[src/rtl/mlp_weight_bank.sv]
// mlp_weight_bank
// ---------------------------------------------------------------------------
// Multi-bank weight store for the MLP datapath. One bank of DEPTH signed
// weights per neuron. The host fills the banks through a random-access write
// port. On request, all banks are streamed in parallel, one word address per
// beat, to the MAC array over a valid/ready handshake. After every reset a
// self-clearing sweep zeroes all storage, so no location ever reads as X.
//
// Ports
//   clk           single clock, rising edge
//   rst           synchronous active-high reset
//   wr_en         host write strobe
//   wr_bank       target bank of the write
//   wr_addr       target word of the write
//   wr_data       write data
//   wr_err        one-cycle pulse: the previous-cycle write was dropped
//   stream_start  request a full read-out (sampled only in IDLE)
//   stream_ready  consumer accepts the current beat
//   rd_valid      rd_data holds a valid beat
//   rd_data       bank b at bits [b*DATA_WIDTH +: DATA_WIDTH]
//   rd_addr       word index of the current beat
//   rd_last       current beat is word DEPTH-1
//   busy          high while clearing or streaming
// ---------------------------------------------------------------------------
module mlp_weight_bank #(
   parameter int NUM_BANKS  = 4,
   parameter int ADDR_WIDTH = 2,
   parameter int DEPTH      = 3,
   parameter int DATA_WIDTH = 16,
   parameter int BANK_W     = (NUM_BANKS > 1) ? $clog2(NUM_BANKS) : 1
) (
   input  logic                            clk,
   input  logic                            rst,
   input  logic                            wr_en,
   input  logic [BANK_W-1:0]               wr_bank,
   input  logic [ADDR_WIDTH-1:0]           wr_addr,
   input  logic signed [DATA_WIDTH-1:0]    wr_data,
   output logic                            wr_err,
   input  logic                            stream_start,
   input  logic                            stream_ready,
   output logic                            rd_valid,
   output logic [NUM_BANKS*DATA_WIDTH-1:0] rd_data,
   output logic [ADDR_WIDTH-1:0]           rd_addr,
   output logic                            rd_last,
   output logic                            busy
);

   localparam logic [1:0] ST_CLEAR  = 2'd0;
   localparam logic [1:0] ST_IDLE   = 2'd1;
   localparam logic [1:0] ST_STREAM = 2'd2;

   // The read pointer needs one extra bit so it can sit at DEPTH (all words
   // issued) even when DEPTH fills the whole address space.
   localparam int                    PTR_W     = ADDR_WIDTH + 1;
   localparam logic [ADDR_WIDTH-1:0] LAST_ADDR = ADDR_WIDTH'(DEPTH - 1);
   localparam logic [PTR_W-1:0]      DEPTH_P   = PTR_W'(DEPTH);
   localparam logic [BANK_W:0]       BANKS_P   = (BANK_W + 1)'(NUM_BANKS);

   logic [1:0]                     state;
   logic [ADDR_WIDTH-1:0]          clr_ptr;
   logic [PTR_W-1:0]               rd_ptr;
   logic signed [DATA_WIDTH-1:0]   mem [NUM_BANKS][DEPTH];
   logic [NUM_BANKS*DATA_WIDTH-1:0] rd_word;

   logic wr_in_range;
   logic wr_accept;
   logic rd_has_word;
   logic load;
   logic handshake;

   // Range checks are done one bit wider so they stay meaningful even when
   // the field width exactly covers NUM_BANKS or DEPTH.
   assign wr_in_range = ({1'b0, wr_bank} < BANKS_P) && ({1'b0, wr_addr} < DEPTH_P);
   assign wr_accept   = wr_en && wr_in_range && (state == ST_IDLE) && !rst;

   assign rd_has_word = (rd_ptr < DEPTH_P);
   // Output register refills when empty or when its beat is being consumed,
   // which gives full throughput without a combinational ready->valid path.
   assign load        = (state == ST_STREAM) && (!rd_valid || stream_ready) && rd_has_word;
   assign handshake   = rd_valid && stream_ready;

   assign busy = (state != ST_IDLE);

   // Gather the current word of every bank into one wide beat. rd_ptr's low
   // bits are always a legal index whenever load can fire.
   always_comb begin
      rd_word = '0;
      for (int b = 0; b < NUM_BANKS; b++) begin
         rd_word[b*DATA_WIDTH +: DATA_WIDTH] = mem[b][rd_ptr[ADDR_WIDTH-1:0]];
      end
   end

   // Storage: not reset directly; the CLEAR sweep zeroes every word. A write
   // accepted on the same edge as stream_start lands before the first read.
   always_ff @(posedge clk) begin
      if (state == ST_CLEAR) begin
         for (int b = 0; b < NUM_BANKS; b++) begin
            mem[b][clr_ptr] <= '0;
         end
      end else if (wr_accept) begin
         mem[wr_bank][wr_addr] <= wr_data;
      end
   end

   // Control and output beat register
   always_ff @(posedge clk) begin
      if (rst) begin
         state    <= ST_CLEAR;
         clr_ptr  <= '0;
         rd_ptr   <= '0;
         rd_valid <= 1'b0;
         rd_last  <= 1'b0;
         rd_addr  <= '0;
         rd_data  <= '0;
         wr_err   <= 1'b0;
      end else begin
         // Any write that was not taken (out of range or wrong state) is
         // reported one cycle later.
         wr_err <= wr_en && !wr_accept;

         case (state)
            ST_CLEAR: begin
               if (clr_ptr == LAST_ADDR) begin
                  state   <= ST_IDLE;
                  clr_ptr <= '0;
               end else begin
                  clr_ptr <= clr_ptr + 1'b1;
               end
            end

            ST_IDLE: begin
               if (stream_start) begin
                  state  <= ST_STREAM;
                  rd_ptr <= '0;
               end
            end

            ST_STREAM: begin
               if (load) begin
                  rd_data  <= rd_word;
                  rd_addr  <= rd_ptr[ADDR_WIDTH-1:0];
                  rd_last  <= (rd_ptr[ADDR_WIDTH-1:0] == LAST_ADDR);
                  rd_valid <= 1'b1;
                  rd_ptr   <= rd_ptr + 1'b1;
               end else if (handshake) begin
                  // Only the final beat can be consumed without a refill.
                  rd_valid <= 1'b0;
                  rd_last  <= 1'b0;
                  if (rd_last) begin
                     state <= ST_IDLE;
                  end
               end
            end

            default: begin
               state <= ST_CLEAR;
            end
         endcase
      end
   end

endmodule

[config.mk]
export PLATFORM = sky130hd
export DESIGN_NAME = mlp_weight_bank
export DESIGN_NICKNAME = d
export VERILOG_FILES = /design/src/rtl/mlp_weight_bank.sv
export SDC_FILE = /design/constraint.sdc
export NUM_CORES = 1
export LEC_CHECK = 0
export CAP_MARGIN = 20
export CORE_MARGIN = 2
export CORE_UTILIZATION = 59
export DETAILED_ROUTE_END_ITERATION = 12
export PLACE_DENSITY_LB_ADDON = 0.2
export SLEW_MARGIN = 25
export SYNTH_ARGS = -nofsm -noshare
export SYNTH_HDL_FRONTEND = slang
export SYNTH_SLANG_ARGS = --single-unit
[constraint.sdc]
create_clock -name clk -period 9.6 [get_ports clk]
set_clock_uncertainty 0.15 [all_clocks]
set_input_delay 2.4 -clock clk [delete_from_list [all_inputs] [get_ports clk]]
set_output_delay 2.4 -clock clk [all_outputs]
set_load 0.005 [all_outputs]
==> flow_summary_export.csv, run 1 <==
group,metric,value,unit
clock_tree,cts.sinks,268,
placement,place.detailed.hpwl,15100,um
setup_path,worstPathRequired,9.60,ns
grt,grt_start_max_net_pins,63,
grt,globalRouteOverflowTotal,0,
setup_path,startpoint_type,"primary input",
logic_synthesis,synth_nets,903,
setup_path,timing.setup.critical_path_class,"in -> reg",
placement,io_buffer_count,94,
logic_synthesis,syn-cell-area,10600,sq um
logic_synthesis,synth_top_flop_cell,"sky130_fd_sc_hd__edfxtp_1",
finish,mostFrequentLayoutCells,"262 x sky130_fd_sc_hd__nor2_1, 192 x sky130_fd_sc_hd__edfxtp_1, 93 x sky130_fd_sc_hd__clkdlybuf4s50_1",
setup_path,worst_path_arrival,5.05,ns
setup_path,reg2regPathDepth,5,
detailed_routing,drt_first_pass_iters,6,
clock_tree,clock_tree_from_tritoncts,"yes",
clock_tree,post-cts-setup-buffer-count,0,
timing,finalHoldViolCount,0,
floorplanning,design.die.area,19000,sq um
detailed_routing,routed_length_per_placed_instance,21.0,um
timing,maxSlewHeadroom,29.6,%
power,total_power,3.33,mW
timing,achievable-frequency,198,MHz
power,power.leakage,4.21,nW
floorplanning,chipWidth,138,um
finish,layout_overhead_on_the_synthesized_area,18.4,%
detailed_routing,vias_per_cell,5.93,
logic_synthesis,number_of_enable_flip_flop_cells_after_synthesis,192,
logic_synthesis,synth_sequential_area_ratio,68.9,%
clock_tree,cts-resized-gates,0,
logic_synthesis,postSynth.asyncResetShare,0,%
floorplanning,io-pin-count,95,
clock_tree,htree_levels,1,
floorplanning,fp.coreArea,17400,sq um
floorplanning,placementRows,48,
timing,slew_viol_final,0,
grt,first_global_vias,6969,
clock_tree,ctsRootBufferMaster,"sky130_fd_sc_hd__clkbuf_16",
run_status,outcome,"complete, no violations",
setup_path,crit_path_end,"mem[2][6]",
clock_tree,cts-buffers-inserted,26,
placement,gp_congestion,0.829,
setup_path,rr_endpoint,"mem[2][6]",
power,cell_pwr_density,266,nW/um^2
detailed_routing,detailedRoute.firstIterationViolations,647,
finish,postLayoutCellArea,12500,sq um
power,maximum_vdd_drop,0.192,mV
placement,placedInstanceArea,11600,sq um
finish,stdcell_count,1197,
setup_path,worstPathMaxFanout,29,
detailed_routing,ant_nets,0,
detailed_routing,vias,7104,
grt,global_route.usage.total,27.2,%
logic_synthesis,yosysWarningCount,0,
timing,setup_viol,0,
setup_path,r2r_start,"state[0]",
clock_tree,cts_hold_buffers,0,
finish,final_layout_size_suffix_gt1_share,7.32,%
detailed_routing,drc_violations,0,
run,max_cap_violations,0,
finish,final.fill_count,1221,
setup_path,rrSetupSlack,6.37,ns
timing,min_period_over_period,52.7,%
finish,layout_commonest_cell,"sky130_fd_sc_hd__nor2_1",
clock_tree,clk_transition_reported_paths,0.06,ns
floorplanning,die_height,138,um
logic_synthesis,synth.avg_cell_area,12.1,sq um
finish,num-nets-final,977,
worst_hold_path,timing.hold.worst.class,"reg -> reg",
grt,first_pass_grt_wire_length,38100,um
setup_path,critPathCaptureType,"flip-flop",
grt,grt_antenna_before_repair,3,
timing,fin_setup_tns,0,ns
finish,final_core_utilization,71.9,%
clock_tree,ctsLongestPathBuffers,3,
logic_synthesis,synth_cell_types,37,
timing,max_slew.worst_pin.slew,1.06,ns
detailed_routing,route.final.wire_length,25100,um
setup_path,worstSetupStartpoint,"wr_addr[1]",
placement,numPlacedInstances,1147,
timing,finalCriticalPeriod,5.05,ns
logic_synthesis,postSynthCellCount,876,
timing,rsz_0062_raised_after_global_routing,"false",
floorplanning,initial_utilization,60.8,%
clock_tree,clkLatencyLatePin,0.53,ns
logic_synthesis,synth_seq_cells,268,
[cell type report]
cell class	instances	area [sq um]	share of cell area, %
well taps	225	282	2.25
inverters	18	67.6	0.539
clock buffers	33	728	5.81
repair buffers	105	1020	8.13
diodes	2	5.00	0.0400
flip-flops and latches	268	7290	58.2
clock inverters	15	146	1.17
multi-input cells	531	2990	23.8
[sequential cells by signal, summed over array words and instances (netlist names)]
register / count
mem: 192
rd_data: 64
rd_ptr: 3
clr_ptr: 2
rd_addr: 2
state: 2
rd_last: 1
rd_valid: 1
wr_err: 1
[kinds of logic (layout without fill, tap and decap cells)]
| group | count (synthesis) | count (layout) | share of synthesized area (%) |
|---|---|---|---|
| AO/OA/AOI/OAI | 89 | 89 | 6.73 |
| flip-flops | 268 | 268 | 68.9 |
| buffers and inverters | 77 | 171 | 3.11 |
| AND/OR/NAND/NOR | 375 | 375 | 14.9 |
| multiplexers | 65 | 65 | 6.16 |
| other | 0 | 2 | 0 |
| adder cells (fa/ha/maj) | 2 | 2 | 0.236 |
[cell usage after synthesis, types with 3 or more instances]
cell	count	area [sq um]
sky130_fd_sc_hd__nand3_1	5	25.0
sky130_fd_sc_hd__nor2_1	262	983
sky130_fd_sc_hd__a221o_1	16	160
sky130_fd_sc_hd__buf_4	4	30.0
sky130_fd_sc_hd__clkbuf_1	29	109
sky130_fd_sc_hd__buf_2	19	95.1
sky130_fd_sc_hd__nand3_2	6	60.1
sky130_fd_sc_hd__nand2_1	37	139
sky130_fd_sc_hd__dfxtp_1	76	1520
sky130_fd_sc_hd__nor3_1	48	240
sky130_fd_sc_hd__a21oi_1	9	45.0
sky130_fd_sc_hd__inv_1	18	67.6
sky130_fd_sc_hd__nand2b_1	3	18.8
sky130_fd_sc_hd__a211oi_1	49	368
sky130_fd_sc_hd__a22oi_1	3	22.5
sky130_fd_sc_hd__edfxtp_1	192	5770
sky130_fd_sc_hd__o21ai_0	4	20.0
sky130_fd_sc_hd__buf_1	6	22.5
sky130_fd_sc_hd__nor2b_1	4	25.0
sky130_fd_sc_hd__mux2i_1	64	641
[worst min path at each step]
stage	endpoint	slack (ns)	start	cells past startpoint
global placement	rd_addr[1]	0.30	rd_addr[1]	2
detailed placement	rd_addr[1]	0.31	rd_addr[1]	2
floorplan	rd_data[10]	0.30	mem[0][10]	1
global route	rd_addr[0]	0.34	rd_addr[0]	2
CTS	rd_addr[0]	0.32	rd_addr[0]	2
finish	rd_addr[1]	0.32	rd_addr[1]	2
[report_power, final]
group	internal (mW)	switching (mW)	total, mW	leakage, nW
Combinational	0.155	0.386	0.541	1.27
Sequential	1.65	0.105	1.75	2.50
Clock	0.615	0.422	1.04	0.432
Total	2.42	0.914	3.33	4.21
[metrics by stage]
stage,hold WS (ns),setup slack [ns]
after floorplan,0.299,4.49
after global placement,0.297,4.21
after detailed placement,0.306,4.09
after CTS,0.315,4.62
after global routing,0.338,4.41
final,0.317,4.55
[worst max-delay path: stages]
cell                              delay [ns]
sky130_fd_sc_hd__clkdlybuf4s50_1        0.66
sky130_fd_sc_hd__a211oi_4               0.33
sky130_fd_sc_hd__buf_4                  0.35
sky130_fd_sc_hd__nand3_1                0.54
sky130_fd_sc_hd__nand2_1                0.76
[metal layers]
metal / wire, um / track usage, %
met1: 9770 / 34.6
met2: 12600 / 46.6
met3: 1680 / 4.13
met4: 1030 / 11.7
met5: 10 / 0
Note: power is estimated with default switching activity, not from simulation.
==> run 2, diff against run 1 <==
--- a/config.mk
+++ b/config.mk
@@ -7,7 +7,7 @@
 export LEC_CHECK = 0
 export CAP_MARGIN = 20
 export CORE_MARGIN = 2
-export CORE_UTILIZATION = 59
+export CORE_UTILIZATION = 57
 export DETAILED_ROUTE_END_ITERATION = 12
 export PLACE_DENSITY_LB_ADDON = 0.2
 export SLEW_MARGIN = 25
==> constraint.sdc (replaced) <==
create_clock -name clk -period 4.9 [get_ports clk]
set_clock_uncertainty 0.15 [all_clocks]
set_input_delay 1.225 -clock clk [delete_from_list [all_inputs] [get_ports clk]]
set_output_delay 1.225 -clock clk [all_outputs]
set_load 0.005 [all_outputs]
==> run 2 against run 1 <==
Net effect: core utilization shrank 2.4 points; die area grew 3.4%; sequential share of layout area shrank 0.23 points; register-to-register slack lost 4.6 ns; design area grew 0.40%; first-iteration DRC count grew 7.0%.
==> flow_summary_export.csv, run 2 (synthesis results as in run 1) <==
group,metric,value,unit
placement,io_buffer_count,94,
detailed_routing,vias_per_cell,5.81,
finish,num-nets-final,981,
setup_path,timing.setup.critical_path_class,"in -> reg",
finish,layout_overhead_on_the_synthesized_area,18.8,%
detailed_routing,drt_first_pass_iters,5,
worst_hold_path,timing.hold.worst.class,"reg -> reg",
clock_tree,htree_levels,1,
worst_hold_path,hold_path_end,"rd_addr[0]",
finish,layout_commonest_cell,"sky130_fd_sc_hd__nor2_1",
finish,top_regs,"mem x192, rd_data x64, rd_ptr x3",
finish,final_layout_size_suffix_gt1_share,7.39,%
power,switching_power,1.75,mW
finish,top_register,"mem",
power,maximum_vdd_drop,0.299,mV
placement,place_ws,0.702,ns
power,power.leakage,4.22,nW
grt,first_global_vias,6759,
power,clkPwrFrac,31.3,%
timing,slew_viol_final,0,
clock_tree,cts.sinks,268,
setup_path,reg2regPathDepth,4,
grt,grt_start_max_net_pins,62,
setup_path,worstPathRequired,4.90,ns
timing,finalCriticalPeriod,3.70,ns
setup_path,critPathMaxStageDelay,0.73,ns
setup_path,path_cells,"clkdlybuf4s50_1 -> a211oi_4 -> nand3_2 -> nand2_1",
power,combinationalPowerShare,15.9,%
setup_path,worst_path_arrival,3.71,ns
grt,globalRouteOverflowTotal,0,
power,total_power,6.52,mW
setup_path,worstSetupStartpoint,"wr_addr[1]",
floorplanning,io-pin-count,95,
detailed_routing,vias,6993,
detailed_routing,detailedRoute.firstIterationViolations,692,
timing,setup_viol,0,
setup_path,critPathCaptureType,"flip-flop",
finish,antenna_cells_inserted,0,
finish,mostFrequentLayoutCells,"262 x sky130_fd_sc_hd__nor2_1, 192 x sky130_fd_sc_hd__edfxtp_1, 93 x sky130_fd_sc_hd__clkdlybuf4s50_1",
power,cell_pwr_density,518,nW/um^2
clock_tree,clk_transition_reported_paths,0.06,ns
setup_path,rrSetupSlack,1.77,ns
floorplanning,design.die.area,19700,sq um
detailed_routing,route.final.wire_length,24000,um
setup_path,r2r_start,"state[0]",
worst_hold_path,worst_hold_path.num_cells,2,
timing,postLayoutSetupSlackWorst,1.20,ns
power,cellInternalPower,4.76,mW
timing,rsz_0062_raised_after_global_routing,"false",
clock_tree,clock_tree_from_tritoncts,"yes",
setup_path,rr_endpoint,"mem[1][21]",
setup_path,critical_path.slowest_cell,"sky130_fd_sc_hd__a211oi_4",
power,pwr-share-seq,52.8,%
grt,grt_antenna_before_repair,0,
setup_path,critical-path-top-delay-family,"simple AND/OR/NAND/NOR gates",
timing,finalHoldViolCount,0,
clock_tree,cts_hold_buffers,0,
floorplanning,chipWidth,140,um
floorplanning,die_height,140,um
clock_tree,ctsRootBufferMaster,"sky130_fd_sc_hd__clkbuf_16",
detailed_routing,drc_violations,0,
detailed_routing,routed_length_per_placed_instance,20.0,um
run_status,outcome,"complete, no violations",
power,p_sw_share,26.9,%
grt,first_pass_grt_wire_length,37400,um
setup_path,worstPathMaxFanout,17,
finish,flip_flop_count_of_the_largest_register_all_copies_and_words_added,192,
clock_tree,ctsLongestPathBuffers,3,
floorplanning,fp.coreArea,18100,sq um
setup_path,startpoint_type,"primary input",
floorplanning,initial_utilization,58.5,%
clock_tree,cts-buffers-inserted,26,
clock_tree,post-cts-setup-buffer-count,0,
clock_tree,clkLatencyLatePin,0.52,ns
floorplanning,placementRows,49,
finish,final.fill_count,1289,
clock_tree,cts-resized-gates,0,
timing,fin_setup_tns,0,ns
grt,global_route.usage.total,24.6,%
placement,place.detailed.hpwl,15000,um
run,max_cap_violations,0,
worst_hold_path,worst_hold_startpoint,"rd_addr[0]",
placement,gp_congestion,0.811,
timing,min_period_over_period,75.5,%
timing,maxSlewHeadroom,40.7,%
setup_path,critical_path.n_buffers_inverters,1,
timing,achievable-frequency,270,MHz
timing,max_slew.worst_pin.slew,0.889,ns
detailed_routing,ant_nets,0,
## run 2: through the flow
stage | cell area, sq um | hold slack, ns | util [%] | instances
2_1_floorplan | 10600 | 0.299 | - | 876
3_3_place_gp | 11700 | 0.295 | 64.7 | 1155
3_5_place_dp | 11700 | 0.301 | 64.7 | 1155
4_1_cts | 12600 | 0.311 | 69.5 | 1203
5_1_grt | 12600 | 0.320 | 69.5 | 1203
6_report | 12600 | 0.311 | 69.5 | 1203
## run 2: layout make-up
cell class | instances | area, sq um | share of cell area, %
inverter | 18 | 67.6 | 0.537
timing repair buffer | 109 | 1060 | 8.44
multi-input combinational | 531 | 2990 | 23.7
tap | 229 | 287 | 2.28
clock inverter | 13 | 166 | 1.32
sequential | 268 | 7290 | 58.0
clock buffer | 35 | 716 | 5.69
## run 2: routing by layer
metal,vias up,global-route usage (%),share of wire (%)
met5,-,0,0
met4,0,8.88,3.6
met3,59,5.30,9.0
met2,314,39.4,46
met1,3355,33.7,41
li1,3265,-,-
## run 2: how the worst max path moves through the flow
stage | end | slack [ns] | depth (start not counted)
final | mem[1][21] | 1.20 | 4
after global routing | mem[1][45] | 0.99 | 4
after CTS | mem[1][38] | 1.23 | 4
after detailed placement | mem[1][26] | 0.70 | 4
after global placement | mem[2][29] | 0.75 | 4
after floorplan | mem[3][0] | 0.96 | 7
## run 2: power groups by stage
stage / Combinational [mW] / Clock, mW / Sequential [mW]
after global routing: 1.14 / 2.16 / 3.50
final: 1.03 / 2.04 / 3.44
after floorplan: 0.702 / 0 / 3.38
after CTS: 1.04 / 2.07 / 3.45
after global placement: 1.02 / 0 / 3.47
after detailed placement: 1.04 / 0 / 3.49
## run 2: tightest hold or removal path, cell delays in order (launching register included)
cell                      delay (ns)
sky130_fd_sc_hd__dfxtp_1        0.31
sky130_fd_sc_hd__nand2_1        0.05
sky130_fd_sc_hd__a21oi_1        0.06
